## config.mk

```make
export PLATFORM = sky130hd
export DESIGN_NAME = raster_stream_src
export DESIGN_NICKNAME = d
export VERILOG_FILES = /design/src/rtl/raster_stream_src.sv
export SDC_FILE = /design/constraint.sdc
export NUM_CORES = 1
export LEC_CHECK = 0
export CELL_PAD_IN_SITES_DETAIL_PLACEMENT = 0
export CELL_PAD_IN_SITES_GLOBAL_PLACEMENT = 1
export CORE_MARGIN = 2
export CORE_UTILIZATION = 44
export CTS_BUF_LIST = sky130_fd_sc_hd__clkbuf_8 sky130_fd_sc_hd__clkbuf_16
export DETAILED_ROUTE_END_ITERATION = 12
export GPL_TIMING_DRIVEN = 0
export PLACE_DENSITY_LB_ADDON = 0.1
export SYNTH_ARGS = -nofsm -noshare
export SYNTH_HDL_FRONTEND = slang
export SYNTH_SLANG_ARGS = --single-unit
export TNS_END_PERCENT = 1
```

## constraint.sdc

```tcl
create_clock -name clk -period 3.4 [get_ports clk]
set_input_delay 0.68 -clock clk [delete_from_list [all_inputs] [get_ports clk]]
set_output_delay 0.68 -clock clk [all_outputs]
set_load 0.1 [all_outputs]
```

## src/rtl/raster_stream_src.sv

```systemverilog
// raster_stream_src: reads an IH x IW frame in raster order from a
// synchronous-read memory and emits it as a valid/data/vsync pixel stream.
// Horizontal and vertical blanking are inserted between lines and frames.
// Optional test-pattern generator: define RASTER_SRC_TPG_EN to add tpg_sel.
module raster_stream_src #(
  parameter int DW     = 14,
  parameter int IH     = 512,
  parameter int IW     = 640,
  parameter int HBLANK = 16,
  parameter int VBLANK = 64,
  parameter int AW     = 19
) (
  input  logic          clk,
  input  logic          rst,
  input  logic          start,
  input  logic          cont,
`ifdef RASTER_SRC_TPG_EN
  input  logic          tpg_sel,
`endif
  output logic          rd_en,
  output logic [AW-1:0] rd_addr,
  input  logic [DW-1:0] rd_data,
  output logic [DW-1:0] dout,
  output logic          dout_valid,
  output logic          vsync_out,
  output logic          busy,
  output logic          frame_done
);

  localparam int XW = $clog2(IW + 1);
  localparam int YW = $clog2(IH + 1);
  localparam int CW = 16;

  typedef enum logic [1:0] {IDLE, ACT, HBLK, VBLK} state_t;

  state_t          state_q, state_d;
  logic [XW-1:0]   x_q, x_d;
  logic [YW-1:0]   y_q, y_d;
  logic [CW-1:0]   cnt_q, cnt_d;
  logic [AW-1:0]   addr_q, addr_d;
  logic            tpg_q, tpg_d;
  logic            rd_en_q, rd_en_d;
  logic            busy_q, busy_d;
  // stage 1 of the output pipe (memory read in flight)
  logic            s1_valid_q, s1_valid_d;
  logic            s1_vsync_q, s1_vsync_d;
  logic            s1_last_q, s1_last_d;
  logic            s1_tpg_q, s1_tpg_d;
  logic [DW-1:0]   s1_pix_q, s1_pix_d;
  // stage 2 (output registers)
  logic [DW-1:0]   dout_q, dout_d;
  logic            dout_valid_q, dout_valid_d;
  logic            vsync_q, vsync_d;
  logic            frame_done_q, frame_done_d;
  logic            tpg_in;

`ifdef RASTER_SRC_TPG_EN
  assign tpg_in = tpg_sel;
`else
  assign tpg_in = 1'b0;
`endif

  // Next-state logic: raster walk, blanking counters and the delay pipe
  always_comb begin
    state_d = state_q;
    x_d     = x_q;
    y_d     = y_q;
    cnt_d   = cnt_q;
    addr_d  = addr_q;
    tpg_d   = tpg_q;
    case (state_q)
      IDLE: begin
        if (start) begin
          state_d = ACT;
          x_d     = '0;
          y_d     = '0;
          addr_d  = '0;
          tpg_d   = tpg_in;
        end
      end
      ACT: begin
        // address only advances inside the frame, so it never exceeds IH*IW-1
        if (x_q == XW'(IW - 1)) begin
          state_d = HBLK;
          cnt_d   = '0;
        end else begin
          x_d    = x_q + 1'b1;
          addr_d = addr_q + 1'b1;
        end
      end
      HBLK: begin
        if (cnt_q == CW'(HBLANK - 1)) begin
          if (y_q != YW'(IH - 1)) begin
            state_d = ACT;
            x_d     = '0;
            y_d     = y_q + 1'b1;
            addr_d  = addr_q + 1'b1;
          end else begin
            state_d = VBLK;
            cnt_d   = '0;
          end
        end else begin
          cnt_d = cnt_q + 1'b1;
        end
      end
      VBLK: begin
        // cont only matters on the last blanking cycle
        if (cnt_q == CW'(VBLANK - 1)) begin
          if (cont) begin
            state_d = ACT;
            x_d     = '0;
            y_d     = '0;
            addr_d  = '0;
            tpg_d   = tpg_in;
          end else begin
            state_d = IDLE;
          end
        end else begin
          cnt_d = cnt_q + 1'b1;
        end
      end
      default: state_d = IDLE;
    endcase

    rd_en_d = (state_d == ACT) && !tpg_d;
    busy_d  = (state_d != IDLE);

    // stage 1 captures the pixel issued this cycle; the last HBLK of a
    // frame is vertical blanking, so it does not hold vsync
    s1_valid_d = (state_q == ACT);
    s1_vsync_d = (state_q == ACT) || ((state_q == HBLK) && (y_q != YW'(IH - 1)));
    s1_last_d  = (state_q == ACT) && (x_q == XW'(IW - 1)) && (y_q == YW'(IH - 1));
    s1_tpg_d   = tpg_q;
    s1_pix_d   = DW'(x_q) + DW'(y_q);

    // stage 2: memory data has arrived; dout holds between pixels
    dout_valid_d = s1_valid_q;
    vsync_d      = s1_vsync_q;
    frame_done_d = s1_last_q;
    dout_d       = dout_q;
    if (s1_valid_q) dout_d = s1_tpg_q ? s1_pix_q : rd_data;
  end

  // State, counters and registered outputs with asynchronous clear
  always_ff @(posedge clk or posedge rst) begin
    if (rst) begin
      state_q      <= IDLE;
      x_q          <= '0;
      y_q          <= '0;
      cnt_q        <= '0;
      addr_q       <= '0;
      tpg_q        <= 1'b0;
      rd_en_q      <= 1'b0;
      busy_q       <= 1'b0;
      s1_valid_q   <= 1'b0;
      s1_vsync_q   <= 1'b0;
      s1_last_q    <= 1'b0;
      s1_tpg_q     <= 1'b0;
      s1_pix_q     <= '0;
      dout_q       <= '0;
      dout_valid_q <= 1'b0;
      vsync_q      <= 1'b0;
      frame_done_q <= 1'b0;
    end else begin
      state_q      <= state_d;
      x_q          <= x_d;
      y_q          <= y_d;
      cnt_q        <= cnt_d;
      addr_q       <= addr_d;
      tpg_q        <= tpg_d;
      rd_en_q      <= rd_en_d;
      busy_q       <= busy_d;
      s1_valid_q   <= s1_valid_d;
      s1_vsync_q   <= s1_vsync_d;
      s1_last_q    <= s1_last_d;
      s1_tpg_q     <= s1_tpg_d;
      s1_pix_q     <= s1_pix_d;
      dout_q       <= dout_d;
      dout_valid_q <= dout_valid_d;
      vsync_q      <= vsync_d;
      frame_done_q <= frame_done_d;
    end
  end

  assign rd_en      = rd_en_q;
  assign rd_addr    = addr_q;
  assign busy       = busy_q;
  assign dout       = dout_q;
  assign dout_valid = dout_valid_q;
  assign vsync_out  = vsync_q;
  assign frame_done = frame_done_q;

endmodule

```

==> results.md <==
- Outcome: complete, no violations
- Synth warn: 0
- Power density cells: 365 nW/µm²
- Gr ovfl total: 0
- Routed WL: 12900 µm
- I/O pin cnt: 56
- Crit Path Category: reg -> reg
- Slew @ Worst Pin: 1.15 ns
- Die Area: 12600 µm²
- Initial DRC Count: 222
- Tcrit/Tclk final: 90.9%
- Placed Instances: 745
- Row cnt: 39
- Die width: 112 µm
- Post-synth top flop: dfrtp_1
- Ant diodes: 0
- Clk_skew: 0.00801 ns
- Max_slew headroom: 22.9%
- Vias/cell: 5.94
- Non-Filler Instances: 761
- XOR/XNOR Fraction of Synth Area: 1.19%
- FF+latch count, synth: 92
- Largest family of logic cells by synthesized area: simple AND/OR/NAND/NOR gates
- First-pass GRT wire length: 21500 µm
- Fill count: 1079
- Synth Area in Compound Gates: 21.5%
- DP Worst Slack: 0.318 ns
- Remaining DRCs: 0
- Layout Nets: 650
- Top cell type's share of synthesized area: 44.5%
- Critical Path RT: 3.64 ns
- Slew Limit Fails: 0
- RSZ-0062 raised after global routing: false
- Fraction of registers with async set/reset: 100%
- Syn Area/Cell: 9.47 µm²
- Die Ht: 112 µm
- CTS resizes: 0
- Register area share after synthesis: 44.5%
- FF+latch area: 2300 µm²
- Vias: 4518
- Global Route Usage Sum: 21.1%
- CTS tree: yes
- Clk buf depth: 2
- TritonCTS Buffers: 9
- HP Class: reg -> reg
- Crit Path Max Fanout: 9
- CP startpoint kind: register
- Largest net degree at the start of global routing: 70
- Fin Setup TNS: 0 ns
- Final min period: 3.09 ns
- Core area: 11400 µm²
- Synth Area in Adders: 4.74%
- Multi-input logic area: 2690 µm²
- Final Util: 54.6%
- Final worst slack: 0.309 ns
- Synth Instances: 546
- Layout Area Growth over Synthesis: 20.6%
- Mux cell area share after synthesis: 2.52%
- Distinct cells, synth: 65
- Critical path endpoint category: register
- Final setup viols: 0
- DR pass1 iterations: 4
- WP data arrival: 3.33 ns
- P_leak: 0.00245 µW
- Top post-synthesis cells by area: dfrtp_1 45%, o31ai_1 5.1%, ha_1 4.4%
- Most frequent cells in the layout: 92 x dfrtp_1, 55 x clkdlybuf4s50_1, 46 x nand2_1
- Mapped Area: 5170 µm²
- Worst-Skew Late Latency: 0.35 ns
- Post-route ant nets: 0
- CTS sink count: 92
- Max Freq: 324 MHz
- Synth Area in Simple Gates: 22.0%
- Vias in the first global route: 4298
- Root Driver: clkbuf_16
- Fin. Hold Viols: 0
- Fraction of layout instances using a drive strength above 1: 5.66%
- Synth area leader: dfrtp_1
- Final estimated routing congestion in global placement: 0.845
- Initial Utilization: 45.3%
- Antenna violations before repair: 0
- Post-CTS setup buffers: 0
- H-tree depth: 3
- Most common cell after layout, fill and taps aside: dfrtp_1
- Clk pin slew, worst setup/hold paths: 0.07 ns
- Hold-fix buffers, CTS: 0
- Routed len/inst: 16.9 µm
- Buffers added on ports: 55
- Post-synth EDFFs: 0
- Syn Nets: 583
- Max_cap viols: 0
- DPL Wire Length: 9110 µm
- Max VDD drop: 280 µV
## flip-flops by register name, summed over array words and instances (netlist names), 2 cells and up
register,count
dout,14
rd_addr,19
x_q,10
cnt_q,16
s1_pix_q,11
state_q,2
y_q,10
## critical path, stage by stage, from the launching register on
cell and delay (ns):
dfrtp_1 0.44, or4_4 0.56, or4_1 0.50, buf_2 0.17
o21ai_0 0.54, nand3_2 0.38, o41ai_1 0.40
## metal layers
layer  GRT usage (%)  part of all wire [%]  up-vias
li1                -                     -     2208
met4            9.02                   2.1        0
met1            28.3                    47     2203
met3            3.56                   3.9       17
met2            34.0                    47       90
met5               0                     0        -
## kinds of logic (layout without fill, tap and decap cells)
kind of cell	after synthesis	after routing
simple gates	207	207
mux	13	13
compound gates	164	164
buf+inv	44	116
flops	92	92
fa+ha+maj	19	19
xor+xnor	7	7
## synthesized netlist by cell type, types with 5 or more instances
library cell / n
mux2i_1: 13
and3_1: 7
ha_1: 18
or4_1: 18
xnor2_1: 5
and2_1: 5
nand3_1: 30
o41ai_1: 8
nand3b_1: 10
clkbuf_1: 20
o21ai_0: 33
o221ai_1: 8
nand4_1: 5
or3_1: 10
a21oi_1: 34
nand2b_1: 9
nor3_1: 12
dfrtp_1: 92
nor4_1: 6
inv_1: 16
nor2_1: 27
or2_2: 5
nand2_1: 46
o31ai_1: 35
## where the power goes
group          total, µW  internal [µW]  switching [µW]
combinational        137           40.2            96.7
clock               1030            589             440
sequential          1110           1100            4.06
## layout make-up
| cell class | count | share of cell area, % |
|---|---|---|
| flip-flops and latches | 92 | 36.9 |
| repair buffers | 56 | 9.28 |
| clock inverters | 6 | 1.02 |
| well taps | 143 | 2.87 |
| plain buffers | 28 | 1.95 |
| clock buffers | 10 | 3.84 |
| inverters | 16 | 1.00 |
| multi-input cells | 410 | 43.1 |
## stage by stage
step,power [µW],hold slack [ns],instance area (µm²)
final,2270,0.349,6230
after global routing,2360,0.354,6230
after CTS,2300,0.351,6230
after detailed placement,1270,0.336,5930
after global placement,1260,0.332,5900
after floorplan,1220,0.331,5170
## worst paths after layout
check                      slack [ns]                 endpoint  cells past startpoint                  from
max                              0.31  rd_addr[13]$_DFFE_PP0P_                      6  cnt_q[6]$_DFFE_PP0P_
max in group asynchronous        2.08    cnt_q[10]$_DFFE_PP0P_                      3                   rst
min in group asynchronous        0.67     dout[11]$_DFFE_PP0P_                      2                   rst
min                              0.35      vsync_out$_DFF_PP0_                      0  s1_vsync_q$_DFF_PP0_
min reg2reg                      0.35      vsync_out$_DFF_PP0_                      0  s1_vsync_q$_DFF_PP0_
max reg2reg                      0.31  rd_addr[13]$_DFFE_PP0P_                      6  cnt_q[6]$_DFFE_PP0P_
Power figures use the tool's default switching activity.
